==> config.mk <==
export PLATFORM = sky130hd
export DESIGN_NAME = irrigation_scheduler
export DESIGN_NICKNAME = d
export VERILOG_FILES = /design/src/rtl/irrigation_scheduler.sv
export SDC_FILE = /design/constraint.sdc
export NUM_CORES = 1
export LEC_CHECK = 0
export ABC_AREA = 1
export BUFFER_PORTS_ARGS = -buffer_cell sky130_fd_sc_hd__buf_4
export CAP_MARGIN = 40
export CORE_ASPECT_RATIO = 0.7
export CORE_MARGIN = 8
export CORE_UTILIZATION = 55
export DETAILED_ROUTE_END_ITERATION = 8
export PLACE_DENSITY = 0.75
export SLEW_MARGIN = 30
export SYNTH_ARGS = -nofsm -noshare
export SYNTH_HDL_FRONTEND = slang
export SYNTH_SLANG_ARGS = --single-unit
==> constraint.sdc <==
create_clock -name clock -period 1.9 [get_ports clock]
set_clock_uncertainty 0.05 [all_clocks]
set_input_delay 0.095 -clock clock [delete_from_list [all_inputs] [get_ports clock]]
set_output_delay 0.095 -clock clock [all_outputs]
set_load 0.005 [all_outputs]
==> src/rtl/irrigation_scheduler.sv <==
// Round-robin outlet-valve scheduler for up to eight irrigation zones.
// One zone watered at a time; min/max grant length, tank holds and a closed-valve gap between grants.
module irrigation_scheduler #(
  parameter int ZONES      = 4,
  parameter int MIN_CYCLES = 100,
  parameter int MAX_CYCLES = 1000,
  parameter int GAP_CYCLES = 10,
  parameter int TW         = 16
) (
  input  logic                       clock,
  input  logic                       reset,
  input  logic [ZONES-1:0]           zoneReq,
  input  logic                       tankOk,
  input  logic                       alarm,
  output logic [ZONES-1:0]           grant,
  output logic                       outletValve,
  output logic [$clog2(ZONES)-1:0]   zoneIdx,
  output logic                       busy,
  output logic                       holding,
  output logic [ZONES-1:0]           overrun
);

  localparam int IW = $clog2(ZONES);
  localparam int GW = $clog2(GAP_CYCLES) + 1;

  typedef enum logic [1:0] {IDLE, WATER, HOLD, GAP} state_t;

  state_t           state, state_nx;
  logic [IW-1:0]    ptr, ptr_nx, sel, idx_nx;
  logic [TW-1:0]    timer, timer_nx;
  logic [GW-1:0]    gapcnt, gapcnt_nx;
  logic [ZONES-1:0] grant_nx, ovr_nx, rot;
  logic             valve_nx, found;
  logic [IW:0]      selw;

  // First requesting zone at or after ptr, wrapping modulo ZONES.
  always_comb begin
    rot   = ZONES'({zoneReq, zoneReq} >> ptr);
    found = 1'b0;
    selw  = '0;
    for (int i = 0; i < ZONES; i++) begin
      if (!found && rot[i]) begin
        found = 1'b1;
        selw  = {1'b0, ptr} + (IW+1)'(i);
      end
    end
    if (selw >= (IW+1)'(ZONES)) selw = selw - (IW+1)'(ZONES);
    sel = selw[IW-1:0];
  end

  always_comb begin
    state_nx  = state;
    ptr_nx    = ptr;
    timer_nx  = timer;
    gapcnt_nx = gapcnt;
    idx_nx    = zoneIdx;
    grant_nx  = grant;
    valve_nx  = outletValve;
    ovr_nx    = overrun;
    case (state)
      IDLE: begin
        if (tankOk && !alarm && (|zoneReq)) begin
          state_nx = WATER;
          idx_nx   = sel;
          grant_nx = ZONES'(1) << sel;
          valve_nx = 1'b1;
          timer_nx = '0;
        end
      end
      WATER: begin
        if (timer == TW'(MAX_CYCLES - 1) ||
            (timer >= TW'(MIN_CYCLES - 1) && !zoneReq[zoneIdx])) begin
          state_nx         = GAP;
          grant_nx         = '0;
          valve_nx         = 1'b0;
          gapcnt_nx        = '0;
          ptr_nx           = (zoneIdx == IW'(ZONES - 1)) ? '0 : zoneIdx + IW'(1);
          ovr_nx[zoneIdx]  = (timer == TW'(MAX_CYCLES - 1));
        end else if (alarm || !tankOk) begin
          state_nx = HOLD;
          valve_nx = 1'b0;
        end else begin
          timer_nx = timer + TW'(1);
        end
      end
      HOLD: begin
        // Resuming counts the interrupted WATER cycle as done.
        if (tankOk && !alarm) begin
          state_nx = WATER;
          valve_nx = 1'b1;
          timer_nx = timer + TW'(1);
        end
      end
      GAP: begin
        if (gapcnt == GW'(GAP_CYCLES - 1)) state_nx = IDLE;
        else gapcnt_nx = gapcnt + GW'(1);
      end
      default: state_nx = IDLE;
    endcase
  end

  always_ff @(posedge clock) begin
    if (reset) begin
      state       <= IDLE;
      ptr         <= '0;
      timer       <= '0;
      gapcnt      <= '0;
      zoneIdx     <= '0;
      grant       <= '0;
      outletValve <= 1'b0;
      busy        <= 1'b0;
      holding     <= 1'b0;
      overrun     <= '0;
    end else begin
      state       <= state_nx;
      ptr         <= ptr_nx;
      timer       <= timer_nx;
      gapcnt      <= gapcnt_nx;
      zoneIdx     <= idx_nx;
      grant       <= grant_nx;
      outletValve <= valve_nx;
      busy        <= (state_nx != IDLE);
      holding     <= (state_nx == HOLD);
      overrun     <= ovr_nx;
    end
  end

endmodule

==> results.txt, run 1 <==
Hold Crit Start: zoneReq[0]
maximum VDD drop: 428 uV
GR Overflow Total: 0
Max Fclk: 0.564 GHz
CP Data Required Time: 2040 ps
Hold Crit Class: in2reg
hpwl dp: 5.05 mm
post-synth cell types: 30
maximum root-to-sink buffer count: 2
slew margin rel.: 0.770
area grow syn2layout: 19.4%
initial antenna violation count: 0
worst slew pin tran: 343 ps
Syn Area/Cell: 6.36 um^2
first-pass GRT wire length: 11.3 mm
Setup crit end kind: register
final hold violations: 0
clk_lat worst skew: 300 ps
hold slack: 277 ps
area of the multi-input gates: 1670 um^2
Critical Path Source: state[1]$_SDFF_PP0_
TritonCTS buffer count: 5
Initial DRC Count: 222
DRC viols: 0
GP Congestion: 0.897
Synth Area in Simple Gates: 0.416
Core ar.: 4680 um^2
share of cells above drive strength 1: 0.190
Post-Synth XOR/XNOR Area: 0.0234
Synthesis Warnings: 0
Initial Util: 0.560
RSZ-0062 raised after global routing: true
Register Area: 766 um^2
Chip Height: 73.7 um
Syn Inst Count: 412
Clock Pin Slew Worst Setup and Hold Paths: 80 ps
Design Area, Final: 3130 um^2
minimum clock period: 1770 ps
multiplexer area fraction after synthesis: 0
IO buf count: 20
Post-Place Cell Area: 2900 um^2
crit path launch type: register
Crit Path Category: reg2reg
cell leakage power: 1.34 nW
clock sinks: 38
ant diodes: 0
synthesized cell area: 2620 um^2
CTS H-tree lvls: 2
DRT antenna net count: 0
die area: 7260 um^2
largest net degree at the start of global routing: 20
worst reg2reg startpoint: state[1]$_SDFF_PP0_
power per cell area: 721 nW/um^2
row count: 21
vias in the first global route: 2,381
Die X: 98.5 um
GRT Util Overall: 0.189
largest family of logic cells by synthesized area: simple AND/OR/NAND/NOR gates
outcome: complete, no violations
Nets: 466
sequential area share after synthesis: 0.290
DP Cell Count: 494
fill count: 419
Final Setup Violations: 0
fin. max-slew vios: 0
Routed WL per cell: 13.8 um
Net Count, Synth: 431
DR pass1 iterations: 5
drt via density: 5.44
root buffer cell: clkbuf_8
CTS tree: yes
worst-path fanout max: 3
crit share post-route: 0.932
I/O pin total: 21
DRT Wirelength: 6.97 mm
vias: 2,747
adder-cell area share of the yosys netlist: 0.0525
FF+latch count, synth: 38
Worst EP arrival: 1920 ps
post-synthesis compound-gate area fraction: 0.125
final cell count without fillers: 505
Max Cap Viol: 0
[cell families after synthesis]
family | Yosys count
flops | 38
fa+ha+maj | 11
buf+inv | 56
xor+xnor | 7
simple gates | 243
compound gates | 57
[worst paths after layout]
kind,end,slack [ps],depth (start not counted)
worst max-delay path,holding$_SDFF_PP0_,130,10
worst min-delay path,state[1]$_SDFF_PP0_,280,6
worst max register to register,holding$_SDFF_PP0_,130,10
worst min register to register,overrun[3]$_SDFFE_PP0P_,400,2
[cell usage after synthesis]
master	n	area (um^2)
or2_2	1	6.26
buf_4	4	30.0
inv_1	43	161
xor2_1	6	52.6
and2_1	1	6.26
clkbuf_1	6	22.5
a21oi_2	10	87.6
o21ai_1	1	5.00
nor3b_1	2	15.0
nand2_4	2	22.5
ha_1	11	138
buf_12	1	20.0
clkinv_1	1	3.75
a21oi_1	30	150
nand3_1	50	250
xnor2_1	1	8.76
nand2_1	115	432
nor3_1	4	20.0
nor2_1	44	165
o21ai_0	15	75.1
nand3_2	1	10.0
nor2_2	4	25.0
nand4_4	1	21.3
and3_1	1	6.26
buf_2	1	5.00
nand2_2	7	43.8
dfxtp_1	38	761
o21ai_2	1	8.76
nor2_4	1	11.3
nand4_1	9	56.3
[layer usage]
layer	wire length, um	global-route usage	vias to the layer above
li1	-	-	1403
met1	3360	0.271	1231
met2	2970	0.269	102
met3	545	0.0397	11
met4	91	0.0626	0
met5	0	0	-
[layout by cell type, fill, tap and decap left out, types with 2 or more instances in the layout]
master     Yosys  routed
a21oi_2       10      10
dfxtp_1       38      34
nand4_1        9       9
a21oi_1       30      30
o21ai_0       15      15
nand2_1      115     114
nor3_1         4       3
bufinv_16      0       2
inv_1         43      43
dfxtp_2        0       4
nand2_2        7       9
nor2_4         1       2
nand2_8        0       2
ha_1          11      10
nand3_1       50      50
nor2_1        44      42
nor3b_1        2       2
buf_4          4      36
nor2_2         4       5
xor2_1         6       6
clkbuf_8       0       6
[metrics by stage]
| stage | power (W) | utilization | setup slack, ps | setup TNS [ps] |
|---|---|---|---|---|
| after floorplan | 0.00120 | - | 259 | 0 |
| after global placement | 0.00136 | 0.621 | 184 | 0 |
| after detailed placement | 0.00136 | 0.621 | 129 | 0 |
| after CTS | 0.00223 | 0.654 | 96.8 | 0 |
| after global routing | 0.00236 | 0.669 | -17.5 | -45.8 |
| final | 0.00226 | 0.669 | 128 | 0 |
[state kept, by name, indices dropped and copies added (netlist names)]
name         flops
busy             1
gapcnt           5
grant            4
holding          1
outletValve      1
overrun          4
ptr              2
state            2
timer           16
zoneIdx          2
[worst max-delay path, stage by stage (launching register included)]
cell and delay, ps:
dfxtp_1 350, inv_1 90, ha_1 200, nand2_1 100, nand2_1 120, buf_4 160, o21ai_0 220, nand2_1 90
nand2_1 100, inv_1 60, and2_1 130
[where the power goes]
part           internal [W]  switching (W)
combinational      0.000195       0.000336
clock              0.000560       0.000308
sequential         0.000829      0.0000274
total               0.00158       0.000672
[layout make-up]
class	instances	share of cell area
timing repair buffer	39	0.0996
inverter	44	0.0540
clock inverter	2	0.0192
multi-input combinational	319	0.533
tap	57	0.0228
sequential	38	0.245
clock buffer	6	0.0264
[what timing repair did]
item,in CTS,in global routing
setup endpoints to repair,0,30
buffers inserted,0,1
hold endpoints to repair,5,0
gates resized for setup,0,15
hold buffers,1,0
(Power assumes the default switching activity.)
==> inputs of run 2 (changes only) <==
CORE_MARGIN = 10   (was 8)
MAX_ROUTING_LAYER = met4   (was default)
clock period = 2.1 ns   (was 1.9 ns; I/O delays follow)
==> run 2 against run 1 <==
Die area up 9.7%. Non-clock buffer count down 14. Fmax down 7.6%. First-iteration DRC count down 5.0%. Critical endpoint is now timer[11]$_SDFFE_PP0P_.
==> results.txt, run 2 (synthesis results as in run 1) <==
IO buf count: 20
Crit Path Category: reg2reg
initial antenna violation count: 0
area grow syn2layout: 10.3%
hpwl dp: 4.57 mm
Register Area: 761 um^2
Core ar.: 4480 um^2
crit share post-route: 0.913
DRC viols: 0
Chip Height: 77.7 um
worst slew pin tran: 530 ps
cell leakage power: 1.24 nW
Die X: 102 um
slowest stage delay, CP: 430 ps
Initial Util: 0.585
CP Buf/Inv Count: 2
RSZ-0062 raised after global routing: true
clk_lat worst skew: 290 ps
die area: 7970 um^2
row count: 20
final cell count without fillers: 488
root buffer cell: clkbuf_8
Worst EP arrival: 2100 ps
Initial DRC Count: 211
maximum VDD drop: 492 uV
max reg flops: 16
DRT Wirelength: 6.15 mm
DRT antenna net count: 0
slowest stage cell on the critical path: dfxtp_1
GP Congestion: 0.921
crit path launch type: register
Hold Crit Class: in2reg
ant diodes: 0
Worst path top cell family by delay: simple AND/OR/NAND/NOR gates
Clock Pin Slew Worst Setup and Hold Paths: 70 ps
post-CTS resize count: 0
worst r2r path cells: 8
Critical Path Stages: 8
maximum root-to-sink buffer count: 2
final hold violations: 0
CP Data Required Time: 2280 ps
drt via density: 5.35
GR Overflow Total: 0
I/O pin total: 21
CTS tree: yes
Final Setup Violations: 0
Max Cap Viol: 0
Worst Hold Depth: 2
Most common cell on crit path: nand2_1
slew margin rel.: 0.646
buffers inserted by post-CTS timing repair: 0
first-pass GRT wire length: 10.7 mm
CTS H-tree lvls: 2
commonest non-fill, non-tap cell in the layout: nand2_1
Most flops, register: timer
DP Cell Count: 480
Nets: 451
Setup crit end kind: register
Max Fclk: 0.522 GHz
DR pass1 iterations: 5
TritonCTS buffer count: 5
crit path cell chain: inv_1 > ha_1 > nand2_1 > nand2_1 > nor2_4 > buf_4 > nand3_1 > a21oi_2
Setup Slack @ Placement: 213 ps
vias in the first global route: 2,280
biggest regs: timer: 16 flops, gapcnt: 5 flops
vias: 2,611
post-layout worst setup margin: 183 ps
hold buffer count at cts: 0
minimum clock period: 1920 ps
worst-path fanout max: 10
GRT Util Overall: 0.163
largest net degree at the start of global routing: 28
area of the multi-input gates: 1620 um^2
share of cells above drive strength 1: 0.139
clock sinks: 38
power per cell area: 587 nW/um^2
most frequent cells in the layout: nand2_1, nand3_1, nor2_1
fin. max-slew vios: 0
outcome: complete, no violations
Routed WL per cell: 12.6 um
fill count: 426
-- run 2: changes by cell type in the layout (fill, tap and decap cells not counted), sizes merged --
cell,previous run,this run
clkinv,0,2
dlygate4sd3,1,0
clkinvlp,1,0
buf,38,25
nand2,125,124
clkbuf,6,7
bufinv,2,0
-- run 2: power by group --
group / leakage (nW) / internal, W / switching, W
registers: 0.308 / 0.000750 / 0.0000285
logic: 0.884 / 0.000121 / 0.000273
clock network: 0.0482 / 0.000265 / 0.000260
total: 1.24 / 0.00114 / 0.000561
-- run 2: metal layers --
| metal | wire length (um) | up-vias | track usage |
|---|---|---|---|
| met3 | 383 | 9 | 0.0381 |
| met4 | 57 | 0 | 0.0365 |
| met2 | 2410 | 87 | 0.213 |
| li1 | - | 1362 | - |
| met5 | 0 | - | - |
| met1 | 3300 | 1153 | 0.242 |
-- run 2: area by class of cell --
class                   instances  share of cell area
multi-input cells             318               0.559
flip-flops and latches         38               0.263
repair buffers                 25              0.0649
inverters                      44              0.0571
clock buffers                   7              0.0299
well taps                      55              0.0238
clock inverters                 1             0.00173
-- run 2: through the flow --
| step | utilization | setup TNS [ps] | cell area [um^2] | hold slack (ps) | total power [W] |
|---|---|---|---|---|---|
| 5_1_grt | 0.645 | -57.0 | 2890 | 151 | 0.00178 |
| 6_report | 0.645 | 0 | 2890 | 148 | 0.00170 |
| 2_1_floorplan | - | 0 | 2620 | 339 | 0.00108 |
| 3_3_place_gp | 0.625 | 0 | 2800 | 381 | 0.00117 |
| 3_5_place_dp | 0.625 | 0 | 2800 | 385 | 0.00118 |
| 4_1_cts | 0.645 | 0 | 2890 | 146 | 0.00170 |
-- run 2: path summary, 6_finish.rpt --
check,endpoint,from,slack (ps)
setup / recovery,timer[11]$_SDFFE_PP0P_,state[0]$_SDFF_PP0_,180
hold / removal,timer[8]$_SDFFE_PP0P_,reset,150
setup reg to reg,timer[11]$_SDFFE_PP0P_,state[0]$_SDFF_PP0_,180
hold reg to reg,overrun[1]$_SDFFE_PP0P_,overrun[1]$_SDFFE_PP0P_,390
-- run 2: worst register-to-register path, delay by kind of cell (launching register included) --
family	cells	cell delay, ps
flops	1	430
compound gates	1	140
simple gates	4	650
buf+inv	2	330
fa+ha+maj	1	270
==> inputs of run 3 (changes only) <==
CORE_MARGIN = 2   (was 10)
PLACE_DENSITY = default   (was 0.75)
PLACE_DENSITY_LB_ADDON = 0.15   (was default)
==> run 3 against run 2 <==
Worst hold slack gained 7.7 ps. Sequential share of layout area shrank 0.080 points. Core utilization grew 0.56 points. Largest power group unchanged. Highest routed layer unchanged.
==> results.txt, run 3 (synthesis results as in run 1) <==
Core ar.: 4450 um^2
CTS H-tree lvls: 2
Max Cap Viol: 0
GR Overflow Total: 0
Most flops, register: timer
Design Area, Final: 2900 um^2
Setup crit end kind: register
Setup TNS: 0 ps
Register Area: 761 um^2
internal power: 0.00114 W
Initial Util: 0.588
largest net degree at the start of global routing: 28
worst-path fanout max: 12
Crit Path Category: reg2reg
area of the multi-input gates: 1630 um^2
Logic pwr share: 0.230
Nets: 450
most frequent cells in the layout: nand2_1, nand3_1, nor2_1
Initial DRC Count: 178
maximum VDD drop: 333 uV
crit share post-route: 0.911
maximum root-to-sink buffer count: 2
minimum clock period: 1910 ps
RSZ-0062 raised after global routing: false
crit path cell chain: inv_1 > ha_1 > nand2_1 > nand2_1 > nor2_4 > buf_4 > nand3_1 > a21oi_2
Post-Place Cell Area: 2790 um^2
Die X: 86.5 um
Chip Height: 61.7 um
root buffer cell: clkbuf_8
Reg power frac: 0.459
CP Buf/Inv Count: 2
commonest non-fill, non-tap cell in the layout: nand2_1
share of cells above drive strength 1: 0.139
vias in the first global route: 2,211
worst slew pin tran: 492 ps
area grow syn2layout: 10.6%
DRT Wirelength: 6.01 mm
clock sinks: 38
I/O pin total: 21
DR pass1 iterations: 6
Clock Pin Slew Worst Setup and Hold Paths: 80 ps
vias: 2,618
switch share: 0.330
Hold Crit Class: in2reg
CP Data Required Time: 2280 ps
buffers inserted by post-CTS timing repair: 0
Final Setup Violations: 0
Max Fclk: 0.523 GHz
TritonCTS buffer count: 5
NetSw: 0.000562 W
Most common cell on crit path: nand2_1
DRC viols: 0
Worst EP arrival: 2100 ps
crit path launch type: register
power per cell area: 586 nW/um^2
hold buffer count at cts: 0
cell leakage power: 1.23 nW
clk_lat worst skew: 290 ps
post-CTS resize count: 0
GP Congestion: 0.889
max reg flops: 16
DRT antenna net count: 0
slowest stage cell on the critical path: dfxtp_1
slowest stage delay, CP: 440 ps
ant diodes: 0
hpwl dp: 4.35 mm
die area: 5340 um^2
IO buf count: 20
Routed WL per cell: 12.3 um
biggest regs: timer: 16 flops, gapcnt: 5 flops
Clk pwr share: 0.311
slew margin rel.: 0.672
initial antenna violation count: 0
CTS tree: yes
Worst path top cell family by delay: simple AND/OR/NAND/NOR gates
outcome: complete, no violations
first-pass GRT wire length: 10.4 mm
fin. max-slew vios: 0
GRT Util Overall: 0.255
drt via density: 5.38
fill count: 421
final hold violations: 0
row count: 20
-- run 3: cell count changes in the layout (fill, tap and decap cells not counted), sizes merged --
cell	delta
buf	-1
-- run 3: power groups by stage --
stage / Combinational (W) / Sequential (W) / Clock, W
5_1_grt: 0.000443 / 0.000785 / 0.000576
2_1_floorplan: 0.000294 / 0.000790 / 0
6_report: 0.000392 / 0.000781 / 0.000528
3_3_place_gp: 0.000377 / 0.000794 / 0
4_1_cts: 0.000382 / 0.000779 / 0.000538
3_5_place_dp: 0.000380 / 0.000795 / 0
-- run 3: path summary, 6_finish.rpt --
path,to,slack (ps),startpoint,cells past startpoint
setup / recovery,timer[15]$_SDFFE_PP0P_,190,state[0]$_SDFF_PP0_,8
hold / removal,timer[7]$_SDFFE_PP0P_,160,reset,2
setup reg to reg,timer[15]$_SDFFE_PP0P_,190,state[0]$_SDFF_PP0_,8
hold reg to reg,overrun[2]$_SDFFE_PP0P_,390,overrun[2]$_SDFFE_PP0P_,2
-- run 3: cell type report --
class | instances | area share
clock buffer | 7 | 0.0298
timing repair buffer | 24 | 0.0621
inverter | 44 | 0.0570
tap | 55 | 0.0237
clock inverter | 1 | 0.00173
multi-input combinational | 318 | 0.563
sequential | 38 | 0.262
-- run 3: per-layer routing --
layer / track usage / vias to the layer above / wire, um / share of wire
met1: 0.387 / 1155 / 3300 / 0.55
met3: 0.0489 / 7 / 381 / 0.063
met2: 0.344 / 91 / 2280 / 0.38
li1: - / 1365 / - / -
met5: - / - / 0 / 0
met4: 0.0580 / 0 / 52 / 0.0086
-- run 3: through the flow --
stage	std cells	hold WS [ps]	setup WS (ps)	total power (W)	utilization
CTS	487	145	188	0.00170	0.647
global route	487	156	4.96	0.00180	0.651
detailed placement	479	384	206	0.00117	0.627
floorplan	412	339	459	0.00108	-
global placement	479	380	232	0.00117	0.627
finish	487	156	186	0.00170	0.651
